$ cat config.mk
export PLATFORM = sky130hd
export DESIGN_NAME = data_memory_arbiter_flat
export DESIGN_NICKNAME = d
export VERILOG_FILES = /design/src/rtl/data_memory_arbiter_if.sv /design/src/rtl/data_memory_arbiter.sv /design/src/flat_wrapper.sv
export SDC_FILE = /design/constraint.sdc
export NUM_CORES = 1
export LEC_CHECK = 0
export ABC_CLOCK_PERIOD_IN_PS = 2100
export CAP_MARGIN = 10
export CORE_MARGIN = 8
export CORE_UTILIZATION = 31
export CTS_CLUSTER_DIAMETER = 120
export DETAILED_ROUTE_END_ITERATION = 10
export PLACE_DENSITY = 0.8
export SLEW_MARGIN = 5
export SYNTH_ARGS = -nofsm -noshare
export SYNTH_HDL_FRONTEND = slang
export SYNTH_SLANG_ARGS = --single-unit
$ cat constraint.sdc
create_clock -name i_clk -period 2.1 [get_ports i_clk]
set_clock_uncertainty 0.1 [all_clocks]
set_input_delay 0.42 -clock i_clk [delete_from_list [all_inputs] [get_ports i_clk]]
set_output_delay 0.42 -clock i_clk [all_outputs]
set_load 0.01 [all_outputs]
$ cat src/rtl/data_memory_arbiter_if.sv
// Bus bundle between the two requesters, the arbiter and the single-ported data memory.
// The arbiter connects through the slave modport; the surrounding system uses the master modport.
interface data_memory_arbiter_if #(
    parameter int ADDR_W = 32,
    parameter int DATA_W = 32
);
    logic [1:0]        i_reqValid;
    logic [1:0]        i_reqWrite;
    logic [1:0]        i_reqLock;
    logic [ADDR_W-1:0] i_reqAddr  [2];
    logic [DATA_W-1:0] i_reqWdata [2];
    logic [1:0]        o_reqReady;
    logic [1:0]        o_rspValid;
    logic [DATA_W-1:0] o_rspData  [2];
    logic [ADDR_W-1:0] o_memAddress;
    logic              o_memWriteEnable;
    logic [DATA_W-1:0] o_memWriteData;
    logic [DATA_W-1:0] i_memReadData;

    modport slave (
        input  i_reqValid, i_reqWrite, i_reqLock, i_reqAddr, i_reqWdata, i_memReadData,
        output o_reqReady, o_rspValid, o_rspData, o_memAddress, o_memWriteEnable, o_memWriteData
    );

    modport master (
        output i_reqValid, i_reqWrite, i_reqLock, i_reqAddr, i_reqWdata, i_memReadData,
        input  o_reqReady, o_rspValid, o_rspData, o_memAddress, o_memWriteEnable, o_memWriteData
    );
endinterface

$ cat src/rtl/data_memory_arbiter.sv
// Round-robin two-port arbiter in front of the 64-word data memory, with registered load responses.
// Optional grant locking is compiled in when DMEM_ARB_LOCK_EN is defined.
//
// lock state  | meaning
// UNLOCKED    | plain round-robin between both ports
// LOCKED0     | only port 0 may be granted
// LOCKED1     | only port 1 may be granted
module data_memory_arbiter #(
    parameter int ADDR_W = 32,
    parameter int DATA_W = 32
) (
    input logic                  i_clk,
    input logic                  i_arstN,
    data_memory_arbiter_if.slave bus
);

    localparam logic [1:0] LK_UNLOCKED = 2'd0;
    localparam logic [1:0] LK_LOCKED0  = 2'd1;
    localparam logic [1:0] LK_LOCKED1  = 2'd2;

    logic              prio_q, prio_d;
    logic [1:0]        lock_q, lock_d;
    logic [1:0]        rsp_valid_q, rsp_valid_d;
    logic [DATA_W-1:0] rsp_data_q [2];
    logic [DATA_W-1:0] rsp_data_d [2];

    logic grant_raw;
    logic grant_any;
    logic grant_idx;

    always_comb begin
        grant_raw = 1'b0;
        grant_idx = 1'b0;
        case (lock_q)
            LK_LOCKED0: begin
                grant_raw = bus.i_reqValid[0];
                grant_idx = 1'b0;
            end
            LK_LOCKED1: begin
                grant_raw = bus.i_reqValid[1];
                grant_idx = 1'b1;
            end
            default: begin
                grant_raw = |bus.i_reqValid;
                if (&bus.i_reqValid) grant_idx = prio_q;
                else                 grant_idx = bus.i_reqValid[1];
            end
        endcase
    end

    // Reset gates the grant combinationally so no write can reach memory while i_arstN is low.
    assign grant_any = grant_raw & i_arstN;

    assign bus.o_reqReady       = grant_any ? (grant_idx ? 2'b10 : 2'b01) : 2'b00;
    assign bus.o_memAddress     = grant_any ? bus.i_reqAddr[grant_idx]  : '0;
    assign bus.o_memWriteData   = grant_any ? bus.i_reqWdata[grant_idx] : '0;
    assign bus.o_memWriteEnable = grant_any & bus.i_reqWrite[grant_idx];

    always_comb begin
        prio_d      = prio_q;
        rsp_valid_d = 2'b00;
        rsp_data_d  = rsp_data_q;
        if (grant_any) begin
            if (lock_q == LK_UNLOCKED) prio_d = ~grant_idx;
            if (!bus.i_reqWrite[grant_idx]) begin
                rsp_valid_d[grant_idx] = 1'b1;
                rsp_data_d[grant_idx]  = bus.i_memReadData;
            end
        end
    end

`ifdef DMEM_ARB_LOCK_EN
    always_comb begin
        lock_d = lock_q;
        if (grant_any) begin
            if (bus.i_reqLock[grant_idx]) lock_d = grant_idx ? LK_LOCKED1 : LK_LOCKED0;
            else                          lock_d = LK_UNLOCKED;
        end
    end
`else
    logic lock_unused;
    assign lock_unused = ^bus.i_reqLock;

    always_comb begin
        lock_d = LK_UNLOCKED;
    end
`endif

    always_ff @(posedge i_clk or negedge i_arstN) begin
        if (!i_arstN) begin
            prio_q      <= 1'b0;
            lock_q      <= LK_UNLOCKED;
            rsp_valid_q <= 2'b00;
            for (int k = 0; k < 2; k++) rsp_data_q[k] <= '0;
        end else begin
            prio_q      <= prio_d;
            lock_q      <= lock_d;
            rsp_valid_q <= rsp_valid_d;
            for (int k = 0; k < 2; k++) rsp_data_q[k] <= rsp_data_d[k];
        end
    end

    assign bus.o_rspValid   = rsp_valid_q;
    assign bus.o_rspData[0] = rsp_data_q[0];
    assign bus.o_rspData[1] = rsp_data_q[1];

endmodule

$ cat src/flat_wrapper.sv
// flat-port wrapper written by rule: the top's interface ports become plain ports
module data_memory_arbiter_flat 
#(
    parameter int ADDR_W = 32,
    parameter int DATA_W = 32
)
  (i_clk, i_arstN, bus_i_reqValid, bus_i_reqWrite, bus_i_reqLock, bus_i_reqAddr, bus_i_reqWdata, bus_i_memReadData, bus_o_reqReady, bus_o_rspValid, bus_o_rspData, bus_o_memAddress, bus_o_memWriteEnable, bus_o_memWriteData);
  data_memory_arbiter_if #(.ADDR_W(ADDR_W), .DATA_W(DATA_W)) bus_i ();
  input logic i_clk;
  input logic i_arstN;
  input wire logic [$bits(bus_i.i_reqValid)-1:0] bus_i_reqValid;
  input wire logic [$bits(bus_i.i_reqWrite)-1:0] bus_i_reqWrite;
  input wire logic [$bits(bus_i.i_reqLock)-1:0] bus_i_reqLock;
  input wire logic [$bits(bus_i.i_reqAddr)-1:0] bus_i_reqAddr;
  input wire logic [$bits(bus_i.i_reqWdata)-1:0] bus_i_reqWdata;
  input wire logic [$bits(bus_i.i_memReadData)-1:0] bus_i_memReadData;
  output wire logic [$bits(bus_i.o_reqReady)-1:0] bus_o_reqReady;
  output wire logic [$bits(bus_i.o_rspValid)-1:0] bus_o_rspValid;
  output wire logic [$bits(bus_i.o_rspData)-1:0] bus_o_rspData;
  output wire logic [$bits(bus_i.o_memAddress)-1:0] bus_o_memAddress;
  output wire logic [$bits(bus_i.o_memWriteEnable)-1:0] bus_o_memWriteEnable;
  output wire logic [$bits(bus_i.o_memWriteData)-1:0] bus_o_memWriteData;
  assign bus_i.i_reqValid = bus_i_reqValid;
  assign bus_i.i_reqWrite = bus_i_reqWrite;
  assign bus_i.i_reqLock = bus_i_reqLock;
  assign bus_i.i_reqAddr = {>>{bus_i_reqAddr}};
  assign bus_i.i_reqWdata = {>>{bus_i_reqWdata}};
  assign bus_i.i_memReadData = bus_i_memReadData;
  assign bus_o_reqReady = bus_i.o_reqReady;
  assign bus_o_rspValid = bus_i.o_rspValid;
  assign bus_o_rspData = {>>{bus_i.o_rspData}};
  assign bus_o_memAddress = bus_i.o_memAddress;
  assign bus_o_memWriteEnable = bus_i.o_memWriteEnable;
  assign bus_o_memWriteData = bus_i.o_memWriteData;
  data_memory_arbiter #(.ADDR_W(ADDR_W), .DATA_W(DATA_W)) u_core (.i_clk(i_clk), .i_arstN(i_arstN), .bus(bus_i));
endmodule
### Word level (Yosys, flattened, before mapping)

Index checks and enable logic that the tools add are counted.

| cells by class | value |
|---|---|
| magnitude comparators | 4 |
| reduce and logical (&&, ||, !) cells | 5 |
| bitwise operators | 5 |
| multiplexer cells | 20 |

Operators by type and width:

| cell | count |
|---|---|
| two-way mux 32 bit | 9 |
| bitwise mux 64 bit | 1 |
| demux 32 bit (select 1 bit) | 1 |
| two-way mux 2 bit | 4 |
| two-way mux 1 bit | 4 |
| AND reduction 2 bit | 2 |
| AND 1 bit | 2 |
| greater-or-equal comparator 2 bit, second input constant | 1 |
| logical AND 1 bit | 2 |
| < comparator 1 x 2 -> 1 bit, second input constant | 1 |
| < comparator 2 x 1 -> 1 bit, second input constant | 1 |
| NOT 1 bit | 2 |
| NOT 1 -> 2 bit | 1 |
| OR reduction 2 bit | 1 |
| demux 1 bit (select 1 bit) | 1 |
| greater-or-equal comparator 1 bit, second input constant | 1 |

| storage, ports and cells | value |
|---|---|
| bits in registers | 67 |
| input bits | 168 |

### Longest topological paths before layout

Gate-level depths: netlist of run 1.

| logic depth | value |
|---|---|
| word-level depth | 8 |
| gate-level depth with buffers | 5 |

### Worst setup path before layout of run 1

OpenSTA, ideal clock, no wires.

| timing | value |
|---|---|
| kind | input -> output |
| from | in bus_i_reqValid[0] |
| to | out bus_o_memAddress[0] |
| slack | 340 ps |
| required time | 1580 ps |
| data arrival time | 1240 ps |
| stages on the path | 5 |
| path through | nor2b_2 -> nor2_1 -> buf_2 -> buf_2 -> a22o_1 |

| between the ends | value |
|---|---|
| word-level cells in the longest chain between the ends | 7 |

Ends and longest elaborated chain:

| item | line | source |
|---|---|---|
| start, declared | flat_wrapper.sv:11 | `input wire logic [$bits(bus_i.i_reqValid)-1:0] bus_i_reqValid;` |
| AND reduction 2 bit | data_memory_arbiter.sv:45 | `if (&bus.i_reqValid) grant_idx = prio_q;` |
| two-way mux 1 bit | data_memory_arbiter.sv:45 |  |
| NOT 1 -> 2 bit (not written as such) | data_memory_arbiter.sv:55 | `assign bus.o_memAddress = grant_any ? bus.i_reqAddr[grant_idx] : '0;` |
| two-way mux 32 bit (not written as such) (3 in series) | data_memory_arbiter.sv:55 |  |
| two-way mux 32 bit * | data_memory_arbiter.sv:55 |  |
| end, declared | flat_wrapper.sv:20 | `output wire logic [$bits(bus_i.o_memAddress)-1:0] bus_o_memAddress;` |

Mark *: on every way between the ends. The rest lies on a longest branch, timed or not. The select of a mux whose other input is x is not followed.

### Final worst setup path of run 1

| timing | value |
|---|---|
| from | in bus_i_reqValid[0] |
| to | out bus_o_memWriteData[2] |

| between the ends | value |
|---|---|
| word-level cells in the longest chain between the ends | 7 |

Ends and longest elaborated chain:

| item | line | source |
|---|---|---|
| AND reduction 2 bit | data_memory_arbiter.sv:45 |  |
| two-way mux 1 bit | data_memory_arbiter.sv:45 |  |
| NOT 1 -> 2 bit (not written as such) | data_memory_arbiter.sv:56 | `assign bus.o_memWriteData = grant_any ? bus.i_reqWdata[grant_idx] : '0;` |
| two-way mux 32 bit (not written as such) (3 in series) | data_memory_arbiter.sv:56 |  |
| two-way mux 32 bit * | data_memory_arbiter.sv:56 |  |
| end, declared | flat_wrapper.sv:22 | `output wire logic [$bits(bus_i.o_memWriteData)-1:0] bus_o_memWriteData;` |

Marks and branches as above.

==> results of run 1 <==
[area by class of cell]
cell class,instances,area share (%)
clock buffer,12,2.42
sequential,67,24.6
timing repair buffer,335,49.3
tap,136,2.50
antenna,2,0.0734
multi-input combinational,141,20.5
clock inverter,2,0.514
[timing repair]
action	4_1_cts	5_1_grt
gates cloned	7	3
pin swaps	32	10
endpoints found under the setup margin	67	64
buffers inserted	10	3
gates resized for setup	318	10
[worst paths after layout]
kind                                            endpoint  cells past startpoint
worst min-delay path                       u_core.prio_q                      3
min in group i_clk              u_core.bus.o_rspData[36]                      1
max in group asynchronous                  u_core.prio_q                      3
worst min register to register  u_core.bus.o_rspData[36]                      1
worst max-delay path               bus_o_memWriteData[2]                      7
worst max register to register  u_core.bus.o_rspData[52]                      6
[cell families after synthesis]
group                  count (synthesis)  synth area share [%]
DFF                                   67                  52.6
buffers and inverters                 20                  4.32
AOI/OAI and AO/OA                     67                  18.1
and+or+nand+nor                       10                  2.35
muxes                                 64                  22.6
[registers in the layout, summed over array words and instances, names as in the netlist]
name / flops
u_core.bus.o_rspData: 64
u_core.bus.o_rspValid: 2
u_core.prio_q: 1
[critical path, stage by stage]
cell and delay (ns):
dlygate4sd2_1 0.28, nor2b_4 0.15, nor2_4 0.26, buf_12 0.16, buf_16 0.12, a22o_1 0.16
buf_2 0.14
[through the flow]
stage | std cells | setup slack [ns] | utilization [%] | cell area (sq um)
CTS | 690 | -0.105 | 66.6 | 6750
finish | 695 | -0.120 | 67.2 | 6820
global placement | 659 | -0.670 | 63.0 | 6380
floorplan | 228 | 0.340 | - | 3190
detailed placement | 659 | -0.687 | 63.0 | 6380
global route | 695 | -0.164 | 67.2 | 6820
[where the power goes]
part / switching (mW) / total [mW] / internal [mW] / leakage (nW)
logic: 0.785 / 2.13 / 1.34 / 2.05
registers: 0.162 / 1.77 / 1.61 / 0.798
clock network: 0.444 / 1.07 / 0.630 / 0.104
[placed cells by master, fill, tap and decap left out, types with 2 or more instances in the layout]
| master | n |
|---|---|
| clkdlybuf4s50_1 | 228 |
| dfrtp_1 | 66 |
| a22o_1 | 64 |
| mux2_2 | 63 |
| buf_2 | 47 |
| buf_6 | 27 |
| clkbuf_8 | 12 |
| buf_4 | 11 |
| buf_12 | 10 |
| buf_16 | 6 |
| nand2_1 | 3 |
| diode_2 | 2 |
| clkbuf_16 | 2 |
| dlygate4sd2_1 | 2 |
[metal layers]
layer	wire length (um)	vias up
met4	527	4
met3	1980	39
met5	27	-
met1	5850	1676
met2	9310	191
li1	-	1537
==> summary.md, run 1 <==
| Metric | Value |
|---|---|
| CTS clk-pin slew, worst paths | `0.06 ns` |
| Count of input and output buffers | `298` |
| Total core area | `10100 sq um` |
| Highest fanout seen on the critical path | `9` |
| Number of rows in the core area | `37` |
| Launching element of the worst setup path | `bus_i_reqValid[0]` |
| Ports | `301` |
| Drc violations | `0` |
| Peak supply drop | `approximately 550 uV` |
| Share of the clock period used by the worst path after layout | `106%` |
| Number of global-route vias before repair | `between 3k and 4k` |
| Flip-flop and latch count after synthesis | `67` |
| Type of element launching the critical path | `input pin` |
| Post-DP HPWL | `13.7 mm` |
| Synthesized area per cell | `between 10 and 15 sq um` |
| Met1 track demand over resource | `24.1%` |
| Leak Pwr | `2.96 nW` |
| Die outline area | `13800 sq um` |
| Commonest register cell after synthesis | `dfrtp_1` |
| Unrepaired setup endpoints after global routing | `true` |
| Sort of element at the end of the critical path | `output pin` |
| Number of nets in the final layout | `722` |
| Final setup slack of the worst path | `-0.120 ns` |
| Synth Net Count | `between 300 and 400` |
| Commonest cells in the synthesized netlist | `67 x dfrtp_1, 64 x a22o_1, 63 x mux2_2, 14 x buf_2, 6 x buf_6` |
| Number of levels in the clock H-tree | `3` |
| Reg-to-reg startpoint | `u_core.prio_q` |
| Synth unique cells | `16` |
| CP Data Required Time | `1.58 ns` |
| Starting density of the core | `31.4%` |
| Achievable frequency | `450 MHz` |
| FILL cells | `a little under 800` |
| Final hold viol count | `0` |
| Result of the run | `finished, violations left` |
| Area growth from synthesis to layout | `114%` |
| Count of flip-flops with a built-in enable after synthesis | `0` |
| Buffer depth of the longest clock path | `2` |
| Die Height | `around 120 um` |
| Sink count of the clock tree | `67` |
| CTS tree | `yes` |
| All-layer global routing usage | `24.9%` |
| Max_slew headroom | `43.5%` |
| Routed wire length | `approximately 18 mm` |
| Pin count of the biggest net entering global routing | `68` |
| Power per Cell Area | `729 nW/um^2` |
| Via count of the routed design | `between 3k and 4k` |
| Clock latency reported for the late side of the worst-skew pair | `0.34 ns` |
| Post-Synthesis Cell Area | `3190 sq um` |
| Final Max Slew Viols | `0` |
| Average wire per cell in the routed design | `25.5 um` |
| Layout cells sized above 1 | `33.8%` |
| Sequential element share of the synthesized area | `between 50% and 60%` |
| Synth warnings | `0` |
| Register Area | `1680 sq um` |
| Final total negative setup slack | `-3.44 ns` |
| Total overflow reported by the global router | `0` |
| Multi-input gate area | `between 1000 and 1500 sq um` |
| Via density per instance | `4.96` |
| Total power of the final layout | `~5.0 mW` |
| Worst Hold Slack | `between 0.3 and 0.4 ns` |
| Global route hottest layer | `met2` |
| Worst min-delay path category | `in2async` |
| Instance count of the mapped netlist | `228` |
| Met3 layer usage reported by global route | `11.4%` |
| Share of the synthesized area in the top cell type | `52.6%` |
| Hold-fix buffers, CTS | `0` |
| Total CTS buffers | `9` |
| Met2 Track Usage GR | `45.2%` |
| Maxcap violations | `0` |
| R2R Setup Slk | `0.27 ns` |
| Initial antenna violation count | `4` |
| Cell type contributing the most total cell area after synthesis | `dfrtp_1` |
| Clock tree root buffer cell | `clkbuf_8` |
| Die W | `117 um` |
| Most frequent cell after synthesis | `dfrtp_1` |
| Final critical-path required period | `between 2 and 2.5 ns` |
| Cell types occupying the most area after synthesis | `dfrtp_1 53%, mux2_2 22%, a22o_1 18%, buf_2 2.2%, buf_6 2.1%` |
| Global-route wire length before repair | `25.8 mm` |
| Violated checks | `negative setup slack` |
| Weighted congestion reported at the end of routability-driven placement | `between 0.9 and 1` |
| Worst Path Class, Setup | `in2out` |
| Critical Path AT | `1.70 ns` |
| Least-Margin Pin Slew | `0.847 ns` |
| Number of endpoints failing setup at the final stage | `a little under 60` |
| Post-synthesis async set-or-reset flop share | `100%` |
| Detailed-router iteration count before antenna repair | `4` |
| Number of DRC markers after the initial detailed-route iteration | `191` |
| Post-detailed-route count of antenna-violating nets | `0` |
(Power assumes the default switching activity.)
==> inputs of run 2 (changes only) <==
- ABC_AREA: not set -> 1
- CORE_UTILIZATION: 31 -> 33
- PLACE_DENSITY: 0.8 -> 0.79
==> summary.md, run 2 <==
| Metric | Value |
|---|---|
| Critical Path AT | `1.71 ns (was 1.70 ns)` |
| Setup crit end | `bus_o_memAddress[11] (was bus_o_memWriteData[2])` |
| Cell Count, Final, Fillers Out | `1004 (was 695)` |
| Total overflow reported by the global router | `0 (unchanged)` |
| Multi-input gate area | `2170 sq um (was 1400 sq um)` |
| Via density per instance | `4.99 (was 4.96)` |
| Clock tree root buffer cell | `clkbuf_8 (unchanged)` |
| Drc violations | `0 (unchanged)` |
| Commonest non-fill, non-tap cells in the layout | `228 x nand2_1, 228 x clkdlybuf4s50_1, 67 x dfrtp_1 (was 228 x clkdlybuf4s50_1, 66 x dfrtp_1, 64 x a22o_1)` |
| Launching element of the worst setup path | `u_core.prio_q (was bus_i_reqValid[0])` |
| Average wire per cell in the routed design | `21.8 um (was 25.5 um)` |
| Number of DRC markers after the initial detailed-route iteration | `384 (was 191)` |
| Result of the run | `finished, violations left (unchanged)` |
| Total CTS buffers | `9 (unchanged)` |
| Synth unique cells | `17 (was 16)` |
| Achievable frequency | `449 MHz (was 450 MHz)` |
| Layout cells sized above 1 | `27.2% (was 33.8%)` |
| Peak supply drop | `608 uV (was 551 uV)` |
| Die Height | `122 um (was 117 um)` |
| Final critical-path required period | `2.23 ns (was 2.22 ns)` |
| Routed wire length | `21.9 mm (was 17.7 mm)` |
| Max FFs per register | `64 (unchanged)` |
| Max_slew headroom | `43.1% (was 43.5%)` |
| Cell type contributing the most total cell area after synthesis | `dfrtp_1 (unchanged)` |
| End-of-flow core utilization | `73.1% (was 67.2%)` |
| R2R Setup Slk | `0.17 ns (was 0.27 ns)` |
| Starting density of the core | `33.9% (was 31.4%)` |
| Commonest cells in the synthesized netlist | `324 x nand2_1, 67 x dfrtp_1, 36 x inv_1, 32 x nand4_1, 32 x o21bai_1 (was 67 x dfrtp_1, 64 x a22o_1, 63 x mux2_2, 14 x buf_2, 6 x buf_6)` |
| Count of flip-flops with a built-in enable after synthesis | `0 (unchanged)` |
| Clock network fraction of total power | `19.7% (was 21.6%)` |
| Weighted congestion reported at the end of routability-driven placement | `0.966 (was 0.997)` |
| FILL cells | `801 (was 779)` |
| Synthesized area per cell | `6.86 sq um (was 14.0 sq um)` |
| Post-DP HPWL | `14.8 mm (was 13.7 mm)` |
| Area growth from synthesis to layout | `116% (was 114%)` |
| Cell at the slowest stage of the critical path | `dfrtp_1 (was dlygate4sd2_1)` |
| CP Data Required Time | `1.58 ns (about the same)` |
| Instance count of the mapped netlist | `537 (was 228)` |
| Least-Margin Pin Slew | `0.853 ns (was 0.847 ns)` |
| Violated checks | `negative setup slack (unchanged)` |
| Highest fanout seen on the critical path | `7 (was 9)` |
| Destination of the worst register-to-register timing path | `u_core.bus.o_rspData[60] (was u_core.bus.o_rspData[52])` |
| Synth warnings | `0 (unchanged)` |
| Number of cells on the worst reg-to-reg path | `11 (was 6)` |
| Number of endpoints failing setup at the final stage | `56 (was 59)` |
| Internal cell power | `3.37 mW (was 3.58 mW)` |
| Worst min-delay path category | `in2async (unchanged)` |
| Share of the synthesized area in the top cell type | `45.5% (was 52.6%)` |
| Sort of element at the end of the critical path | `output pin (unchanged)` |
| Power per Cell Area | `633 nW/um^2 (was 729 nW/um^2)` |
| Count of input and output buffers | `298 (unchanged)` |
| Final hold viol count | `0 (unchanged)` |
| Most frequent cell after synthesis | `nand2_1 (was dfrtp_1)` |
| Final setup slack of the worst path | `-0.126 ns (was -0.120 ns)` |
| Number of levels in the clock H-tree | `3 (unchanged)` |
| Maxcap violations | `0 (unchanged)` |
| Global-route wire length before repair | `29.6 mm (was 25.8 mm)` |
| Commonest register cell after synthesis | `dfrtp_1 (unchanged)` |
| Sink count of the clock tree | `67 (unchanged)` |
| Detailed-router iteration count before antenna repair | `5 (was 4)` |
| Buffer depth of the longest clock path | `2 (unchanged)` |
| Sequential group share of total power | `34.4% (was 35.6%)` |
| Portion of total power attributed to combinational logic | `46.0% (was 42.8%)` |
| Placed cells | `961 (was 659)` |
| Type of element launching the critical path | `register (was input pin)` |
| Clock latency reported for the late side of the worst-skew pair | `0.35 ns (was 0.34 ns)` |
| Flip-flop and latch count after synthesis | `67 (unchanged)` |
| Hold-fix buffers, CTS | `0 (unchanged)` |
| Number of rows in the core area | `38 (was 37)` |
| Synth Net Count | `705 (was 396)` |
| Total core area | `10900 sq um (was 10100 sq um)` |
| CTS clk-pin slew, worst paths | `0.07 ns (was 0.06 ns)` |
| Post-Synthesis Cell Area | `3690 sq um (was 3190 sq um)` |
| Post-synthesis async set-or-reset flop share | `100% (unchanged)` |
| Maximum cell stage delay along the critical path | `0.37 ns (was 0.28 ns)` |
| Cell chain of the critical path | `inv_2, nand2_4, nand2_4, nand2_4, inv_6, buf_8, buf_12, buf_16, nand2_2, nand2_2, buf_6 (was dlygate4sd2_1, nor2b_4, nor2_4, buf_12, buf_16, a22o_1, buf_2)` |
| Worst Path Class, Setup | `reg2out (was in2out)` |
| Switching power summed over all nets | `1.67 mW (was 1.39 mW)` |
| Leak Pwr | `4.06 nW (was 2.96 nW)` |
| Register Area | `1680 sq um (about the same)` |
| Share of the clock period used by the worst path after layout | `106% (about the same)` |
| Post-detailed-route count of antenna-violating nets | `0 (unchanged)` |
| CTS tree | `yes (unchanged)` |
| Pin count of the biggest net entering global routing | `69 (was 68)` |
| Ports | `301 (unchanged)` |
| Die outline area | `14800 sq um (was 13800 sq um)` |
| Reg-to-reg startpoint | `u_core.prio_q (unchanged)` |
| Antenna cells | `0 (was 2)` |
| Number of global-route vias before repair | `4862 (was 3737)` |
| Sequential element share of the synthesized area | `45.5% (was 52.6%)` |
| Number of nets in the final layout | `1028 (was 722)` |
| Unrepaired setup endpoints after global routing | `true (unchanged)` |
| Die W | `122 um (was 117 um)` |
| Final Max Slew Viols | `0 (unchanged)` |
| Initial antenna violation count | `1 (was 4)` |
| Switching share of power | `33.1% (was 28.0%)` |
| Cell types occupying the most area after synthesis | `dfrtp_1 45%, nand2_1 33%, o21bai_1 6.5%, nand4_1 5.4%, inv_1 3.7% (was dfrtp_1 53%, mux2_2 22%, a22o_1 18%, buf_2 2.2%, buf_6 2.1%)` |
| All-layer global routing usage | `26.3% (was 24.9%)` |
| Via count of the routed design | `5005 (was 3447)` |
| Cell type with the highest occurrence count on the critical path | `nand2_4` |
[run 2: cell types whose count changed after synthesis, moves of 2 or more]
cell	previous run	this run
nand4_1	0	32
inv_1	0	36
buf_4	0	6
a22o_1	64	0
buf_6	6	0
o21bai_1	0	32
clkbuf_1	0	18
buf_2	14	10
nand2_1	4	324
nor2_1	1	3
mux2_2	63	0
[run 2: how the worst min path moves through the flow]
| stage | startpoint | to | cells past startpoint |
|---|---|---|---|
| finish | i_arstN | u_core.bus.o_rspData[27] | 2 |
| global route | i_arstN | u_core.bus.o_rspData[34] | 2 |
| CTS | i_arstN | u_core.bus.o_rspData[34] | 2 |
| detailed placement | u_core.bus.o_rspData[40] | u_core.bus.o_rspData[40] | 2 |
| global placement | u_core.bus.o_rspData[56] | u_core.bus.o_rspData[56] | 2 |
| floorplan | i_arstN | u_core.bus.o_rspData[0] | 0 |
[run 2: critical path: cells and delay by family (launching register included)]
kind / cells / cell delay (ns)
buffers and inverters: 6 / 0.64
DFF: 1 / 0.37
and+or+nand+nor: 5 / 0.34
[run 2: through the flow]
step | setup TNS (ns) | worst slack [ns] | hold WS [ns] | total power [mW] | instance area (sq um)
after floorplan | 0 | 0.307 | 0.0244 | 2.43 | 3690
after global placement | -53.43 | -0.723 | 0.354 | 3.74 | 6880
after detailed placement | -61.75 | -0.778 | 0.362 | 3.79 | 6880
after CTS | -2.67 | -0.157 | 0.246 | 4.87 | 7290
after global routing | -8.13 | -0.185 | 0.288 | 5.28 | 7960
final | -4.29 | -0.126 | 0.220 | 5.03 | 7960
[run 2: area by class of cell]
cell class              instances  share of cell area (%)
clock inverters                 2                   0.126
clock buffers                  13                    2.12
repair buffers                347                    45.3
multi-input cells             397                    27.3
inverters                      38                    1.86
well taps                     140                    2.20
flip-flops and latches         67                    21.1
[run 2: power groups by stage]
stage	registers [mW]	logic, mW	clock network, mW
2_1_floorplan	1.87	0.563	0
6_report	1.73	2.31	0.990
4_1_cts	1.73	2.14	1.01
3_3_place_gp	1.73	2.01	0
5_1_grt	1.76	2.46	1.06
3_5_place_dp	1.75	2.04	0
[run 2: routing by layer]
metal | up-vias | GRT usage (%) | wire length (um)
li1 | 2305 | - | -
met1 | 2409 | 29.3 | 8020
met2 | 246 | 44.9 | 11100
met3 | 43 | 9.16 | 1970
met4 | 2 | 10.6 | 748
met5 | - | 0 | 13
[run 2: kinds of logic after synthesis]
kind of cell	share of synthesized area [%]
compound gates	6.79
flops	45.5
buf+inv	8.38
simple gates	39.3
[run 2: what timing repair did]
| action | CTS | global route |
|---|---|---|
| buffers inserted | 8 | 5 |
| setup endpoints to repair | 68 | 67 |
| pin swaps | 12 | 43 |
| cloned | 6 | 10 |
| gates resized for setup | 362 | 122 |
